### config.mk
export PLATFORM = sky130hd
export DESIGN_NAME = mem_access
export DESIGN_NICKNAME = d
export VERILOG_FILES = /design/src/rtl/mem_pkg.sv /design/src/rtl/mem_rdbuf.sv /design/src/rtl/mem_access.sv
export SDC_FILE = /design/constraint.sdc
export NUM_CORES = 1
export LEC_CHECK = 0
export CAP_MARGIN = 40
export CORE_ASPECT_RATIO = 0.5
export CORE_UTILIZATION = 43
export DETAILED_ROUTE_END_ITERATION = 16
export PLACE_DENSITY = 0.83
export SETUP_SLACK_MARGIN = 0.4
export SYNTH_ARGS = -nofsm -noshare
export SYNTH_HDL_FRONTEND = slang
export SYNTH_HIERARCHICAL = 1
export SYNTH_SLANG_ARGS = --single-unit
### constraint.sdc
create_clock -name clk -period 3.3 [get_ports clk]
set_clock_uncertainty 0.05 [all_clocks]
set_input_delay 0.495 -clock clk [delete_from_list [all_inputs] [get_ports clk]]
set_output_delay 0.495 -clock clk [all_outputs]
set_load 0.01 [all_outputs]
### src/rtl/mem_pkg.sv
// Shared types and defaults for the MEM-stage SRAM access controller.
package mem_pkg;
    localparam int   DATA_WID_DEF = 16;
    localparam int   ADDR_WID_DEF = 18;
    localparam logic STROBE_OFF   = 1'b1;

    typedef enum logic [1:0] {
        IDLE   = 2'b00,
        SETUP  = 2'b01,
        ACCESS = 2'b10,
        DONE   = 2'b11
    } state_t;
endpackage

### src/rtl/mem_rdbuf.sv
// Single-entry load buffer: last loaded word, kept coherent with stores to it.
module mem_rdbuf
    import mem_pkg::*;
#(
    parameter int DATA_WID = DATA_WID_DEF,
    parameter int ADDR_WID = ADDR_WID_DEF
) (
    input  logic                clk,
    input  logic                rst,
    input  logic [ADDR_WID-1:0] lk_addr,
    output logic                hit,
    output logic [DATA_WID-1:0] hit_data,
    input  logic                fill_en,
    input  logic                upd_en,
    input  logic [ADDR_WID-1:0] wr_addr,
    input  logic [DATA_WID-1:0] wr_data
);
    logic                buf_valid;
    logic [ADDR_WID-1:0] buf_addr;
    logic [DATA_WID-1:0] buf_data;

    assign hit      = buf_valid && (buf_addr == lk_addr);
    assign hit_data = buf_data;

    always_ff @(posedge clk) begin
        if (rst) begin
            buf_valid <= 1'b0;
            buf_addr  <= '0;
            buf_data  <= '0;
        end else if (fill_en) begin
            buf_valid <= 1'b1;
            buf_addr  <= wr_addr;
            buf_data  <= wr_data;
        end else if (upd_en && buf_valid && (buf_addr == wr_addr)) begin
            buf_data  <= wr_data;
        end
    end
endmodule

### src/rtl/mem_access.sv
// MEM-stage controller: one load/store at a time on an async SRAM with fixed wait states.
// Optional single-entry load buffer enabled by defining MEM_RDBUF_EN.
module mem_access
    import mem_pkg::*;
#(
    parameter int DATA_WID = DATA_WID_DEF,
    parameter int ADDR_WID = ADDR_WID_DEF,
    parameter int WAIT_CYC = 1
) (
    input  logic                clk,
    input  logic                rst,
    input  logic                req_valid,
    input  logic                req_we,
    input  logic [ADDR_WID-1:0] req_addr,
    input  logic [DATA_WID-1:0] req_wdata,
    output logic                stall,
    output logic [DATA_WID-1:0] rdata,
    output logic                rdata_valid,
    output logic [ADDR_WID-1:0] sram_addr,
    output logic [DATA_WID-1:0] sram_dq_o,
    output logic                sram_dq_oe,
    input  logic [DATA_WID-1:0] sram_dq_i,
    output logic                sram_ce_n,
    output logic                sram_oe_n,
    output logic                sram_we_n
);
    state_t              state, state_nxt;
    logic [3:0]          cnt;
    logic                lat_we;
    logic                hit_r;
    logic                buf_hit;
    logic [DATA_WID-1:0] buf_data;
    logic                accept, hit_accept, acc_last;

    assign accept     = (state == IDLE) && req_valid;
    assign hit_accept = accept && !req_we && buf_hit;
    assign acc_last   = (state == ACCESS) && (cnt == 4'd0);
    assign stall      = req_valid && (state != DONE);

`ifdef MEM_RDBUF_EN
    mem_rdbuf #(.DATA_WID(DATA_WID), .ADDR_WID(ADDR_WID)) u_rdbuf (
        .clk      (clk),
        .rst      (rst),
        .lk_addr  (req_addr),
        .hit      (buf_hit),
        .hit_data (buf_data),
        .fill_en  (acc_last && !lat_we),
        .upd_en   (acc_last && lat_we),
        .wr_addr  (sram_addr),
        .wr_data  (lat_we ? sram_dq_o : sram_dq_i)
    );
`else
    assign buf_hit  = 1'b0;
    assign buf_data = '0;
`endif

    always_comb begin
        state_nxt  = state;
        sram_ce_n  = STROBE_OFF;
        sram_oe_n  = STROBE_OFF;
        sram_we_n  = STROBE_OFF;
        sram_dq_oe = 1'b0;
        case (state)
            IDLE: begin
                if (req_valid)
                    state_nxt = (!req_we && buf_hit) ? DONE : SETUP;
            end
            SETUP: begin
                sram_ce_n = ~STROBE_OFF;
                if (lat_we) sram_dq_oe = 1'b1;
                else        sram_oe_n  = ~STROBE_OFF;
                state_nxt = ACCESS;
            end
            ACCESS: begin
                sram_ce_n = ~STROBE_OFF;
                if (lat_we) begin
                    sram_dq_oe = 1'b1;
                    sram_we_n  = ~STROBE_OFF;
                end else begin
                    sram_oe_n  = ~STROBE_OFF;
                end
                if (cnt == 4'd0) state_nxt = DONE;
            end
            DONE: begin
                // Hold chip select and data past the strobe; a buffer hit never touches the bus.
                sram_ce_n  = hit_r ? STROBE_OFF : ~STROBE_OFF;
                sram_dq_oe = lat_we;
                state_nxt  = IDLE;
            end
            default: state_nxt = IDLE;
        endcase
    end

    always_ff @(posedge clk) begin
        if (rst) begin
            state       <= IDLE;
            cnt         <= 4'd0;
            lat_we      <= 1'b0;
            hit_r       <= 1'b0;
            sram_addr   <= '0;
            sram_dq_o   <= '0;
            rdata       <= '0;
            rdata_valid <= 1'b0;
        end else begin
            state       <= state_nxt;
            rdata_valid <= 1'b0;
            if (accept) begin
                sram_addr <= req_addr;
                sram_dq_o <= req_wdata;
                lat_we    <= req_we;
                hit_r     <= hit_accept;
            end
            if (hit_accept) begin
                rdata       <= buf_data;
                rdata_valid <= 1'b1;
            end
            if (state == SETUP)
                cnt <= 4'(WAIT_CYC - 1);
            else if ((state == ACCESS) && (cnt != 4'd0))
                cnt <= cnt - 4'd1;
            if (acc_last && !lat_we) begin
                rdata       <= sram_dq_i;
                rdata_valid <= 1'b1;
            end
        end
    end
endmodule

==> reports/metrics.csv <==
stage,metric,value,unit
outcome,status,finished clean,
clock_tree,numCtsBuffers,9,
drt,vias,2118,
synth,mappedNetlistArea,2290,um^2
drt,wire_per_inst,12.5,um
layout,drive_gt1_frac,0.0733,
synth,async_flop_share,0,
setup_path,path_max_fanout,10,
grt,grt_pass1_vias,1940,
setup_path,r2r_start,state[0],
setup_path,cp.buffers_inverters,2,
drt,antenna_left,0,
synth,synthesis.nets,331,
placement,post-place-ws,1040,ps
timing,finalHoldViolCount,0,
timing,hold_slack,405,ps
synth,yosys_most_used_dff,dfxtp_1,
layout,ff_latch_area,1160,um^2
die,rows,18,
synth,synth-edff-count,0,
setup_path,path_depth,4,
timing,rsz0062_at_grt,no,
synth,synth_top_area_cell,dfxtp_1,
hold_path,min-delay-start,sram_dq_o[8],
clock_tree,clock-sinks,58,
drt,routed_wl,5640,um
grt,track_usage,0.204,
clock_tree,clk_path_buf_depth,2,
die,initial_utilization,0.457,
timing,period_needed,2360,ps
die,coreArea,5020,um^2
clock_tree,post-cts-setup-buffers,0,
placement,gp_congestion,0.721,
setup_path,ff2ff_setup_slack,1440,ps
power,leakage,1.35,nW
grt,grt_max_degree,40,
placement,place_area,3420,um^2
power,power.density,627,nW/um^2
grt,grt_overflow,0,
setup_path,cp-start-kind,flop,
layout,fin_area,3630,um^2
setup_path,critPathCaptureType,primary output,
setup_path,cpPeakStageDelay,530,ps
drt,first_pass_iters,4,
synth,synth-seq-cells,58,
drt,vias_per_cell,4.69,
grt,use_met1,0.230,
synth,synth_top_area_frac,0.506,
hold_path,hp-class,flop to flop,
clock_tree,cts_htree_levels,3,
synth,synth.area.top_cells,"dfxtp_1, nand2_1, a21oi_1, mux2i_1, ha_1",
synth,ys_warn_count,6,
die,die_height,53.6,um
grt,gr-usage-met2,0.370,
timing,finalSetupViolations,0,
setup_path,arrival,1810,ps
grt,antenna_found_initial,0,
flow_run,max_cap_viol_count,0,
synth,synth_cell_types,27,
timing,slew_headroom,0.436,
synth,syn_avg_cell_area,8.46,um^2
power,total_power,2.28,mW
drt,post-route-drc-count,0,
clock_tree,root_buffer,clkbuf_8,
placement,dpl.hpwl,4000,um
grt,grt_pass1_wl,8790,um
setup_path,worst-setup-path-type,flop to primary output,
placement,io_buffers,109,
synth,synth_seq_area_share,0.506,
setup_path,critPathCapture,sram_we_n,
setup_path,cp.required,2750,ps
grt,use_met3,0.0726,
clock_tree,postCtsHoldBufs,0,
power,max-vdd-ir-drop,321,uV
setup_path,cp_top_family,buffers and inverters,
clock_tree,path_clk_slew,60,ps
setup_path,critPathSlowestCell,clkdlybuf4s50_1,
timing,post-route-period-util,0.715,
clock_tree,tritoncts,done,
setup_path,r2r_end,rdata[14],
timing,slew_viol_final,0,
die,chipWidth,105,um
layout,finalNetCount,437,
timing,tns,0,ps
setup_path,crit_chain,inv_1 > ha_1 > nand2_1 > clkdlybuf4s50_1,
setup_path,r2r_cells,6,
synth,synthCells,271,
die,die_area,5650,um^2
setup_path,crit_start,state[0],
timing,fmax,424,MHz
clock_tree,clk_latency,330,ps
layout,fillCellCount,389,
timing,worst_slew_pin_slew,841,ps
grt,busiest_layer,met2,
clock_tree,cts_resized,0,
die,pin_count,110,
timing,layout_setup_ws,941,ps
layout,area_delta_synth_final,58.2,%
layout,multi_input_comb_area,1030,um^2
layout,diodes,0,
drt,drtIter0Drc,65,
## cells by family (layout without fill, tap and decap cells)
family,count (synthesis),in the layout,share of synthesized area
AND/OR/NAND/NOR,125,125,0.231
flip-flops,58,58,0.506
AO/OA/AOI/OAI,41,41,0.101
buffers and inverters,23,134,0.0496
multiplexers,18,18,0.0786
adder cells (fa/ha/maj),6,6,0.0327
## layout by cell type (no fill, tap or decap), drive strengths merged, types with 2 or more instances in the layout
master and n:
a21oi 38, and2 2, buf 4, clkbuf 12, clkdlybuf4s50 109, clkinv 2, clkinvlp 2, dfxtp 58
ha 6, inv 4, mux2i 18, nand2 108, nand3 2, nor2b 3, nor3 2, nor4 2
## final cells by class
class                      count  area share
sequential                    58       0.320
timing repair buffer         113       0.311
multi-input combinational    190       0.283
clock buffer                  12      0.0428
tap                           70      0.0241
clock inverter                 4      0.0138
inverter                       5     0.00517
## metrics by stage
step           instances  utilization
2_1_floorplan        271            -
6_report             452        0.722
4_1_cts              452        0.722
3_3_place_gp         435        0.679
3_5_place_dp         436        0.682
5_1_grt              452        0.722
## power by group
group / leakage (nW) / switching [mW] / internal, mW
sequential: 0.474 / 0.0588 / 0.809
combinational: 0.783 / 0.357 / 0.390
clock: 0.0986 / 0.274 / 0.389
total: 1.35 / 0.690 / 1.59
## cells in the mapped netlist, types with 2 or more instances
cell type	count
mux2i_1	18
clkbuf_1	6
and2_1	2
nand3_1	2
buf_4	2
a21oi_1	37
nand2_1	108
dfxtp_1	58
ha_1	6
nor4_2	2
inv_1	4
buf_2	4
nor3_1	2
buf_1	4
buf_6	2
nor2b_1	3
## per-layer routing
| metal | wire, um | vias up | share of wire |
|---|---|---|---|
| li1 | - | 1087 | - |
| met1 | 2440 | 974 | 0.43 |
| met2 | 2870 | 53 | 0.51 |
| met3 | 295 | 4 | 0.052 |
| met4 | 31 | 0 | 0.0055 |
| met5 | 0 | - | 0 |
## how the worst min path moves through the flow
stage | endpoint | slack [ps] | cells past startpoint
finish | sram_dq_o[8] | 410 | 2
detailed placement | sram_dq_o[8] | 400 | 2
global placement | sram_dq_o[3] | 390 | 2
CTS | sram_dq_o[8] | 410 | 2
global route | sram_dq_o[8] | 420 | 2
floorplan | state[1] | 420 | 2
## sequential cells by signal, indices dropped and copies added, names as in the netlist
| name | count |
|---|---|
| sram_addr | 18 |
| rdata | 16 |
| sram_dq_o | 16 |
| cnt | 4 |
| state | 2 |
| lat_we | 1 |
| rdata_valid | 1 |
## worst reg2reg max path: cells and delay by family, from the launching register on
family                   cells  cell delay [ps]
flip-flops                   1              340
buffers and inverters        2              420
adder cells (fa/ha/maj)      1              440
multiplexers                 1              230
AND/OR/NAND/NOR              2              330
(Power assumes the default switching activity.)
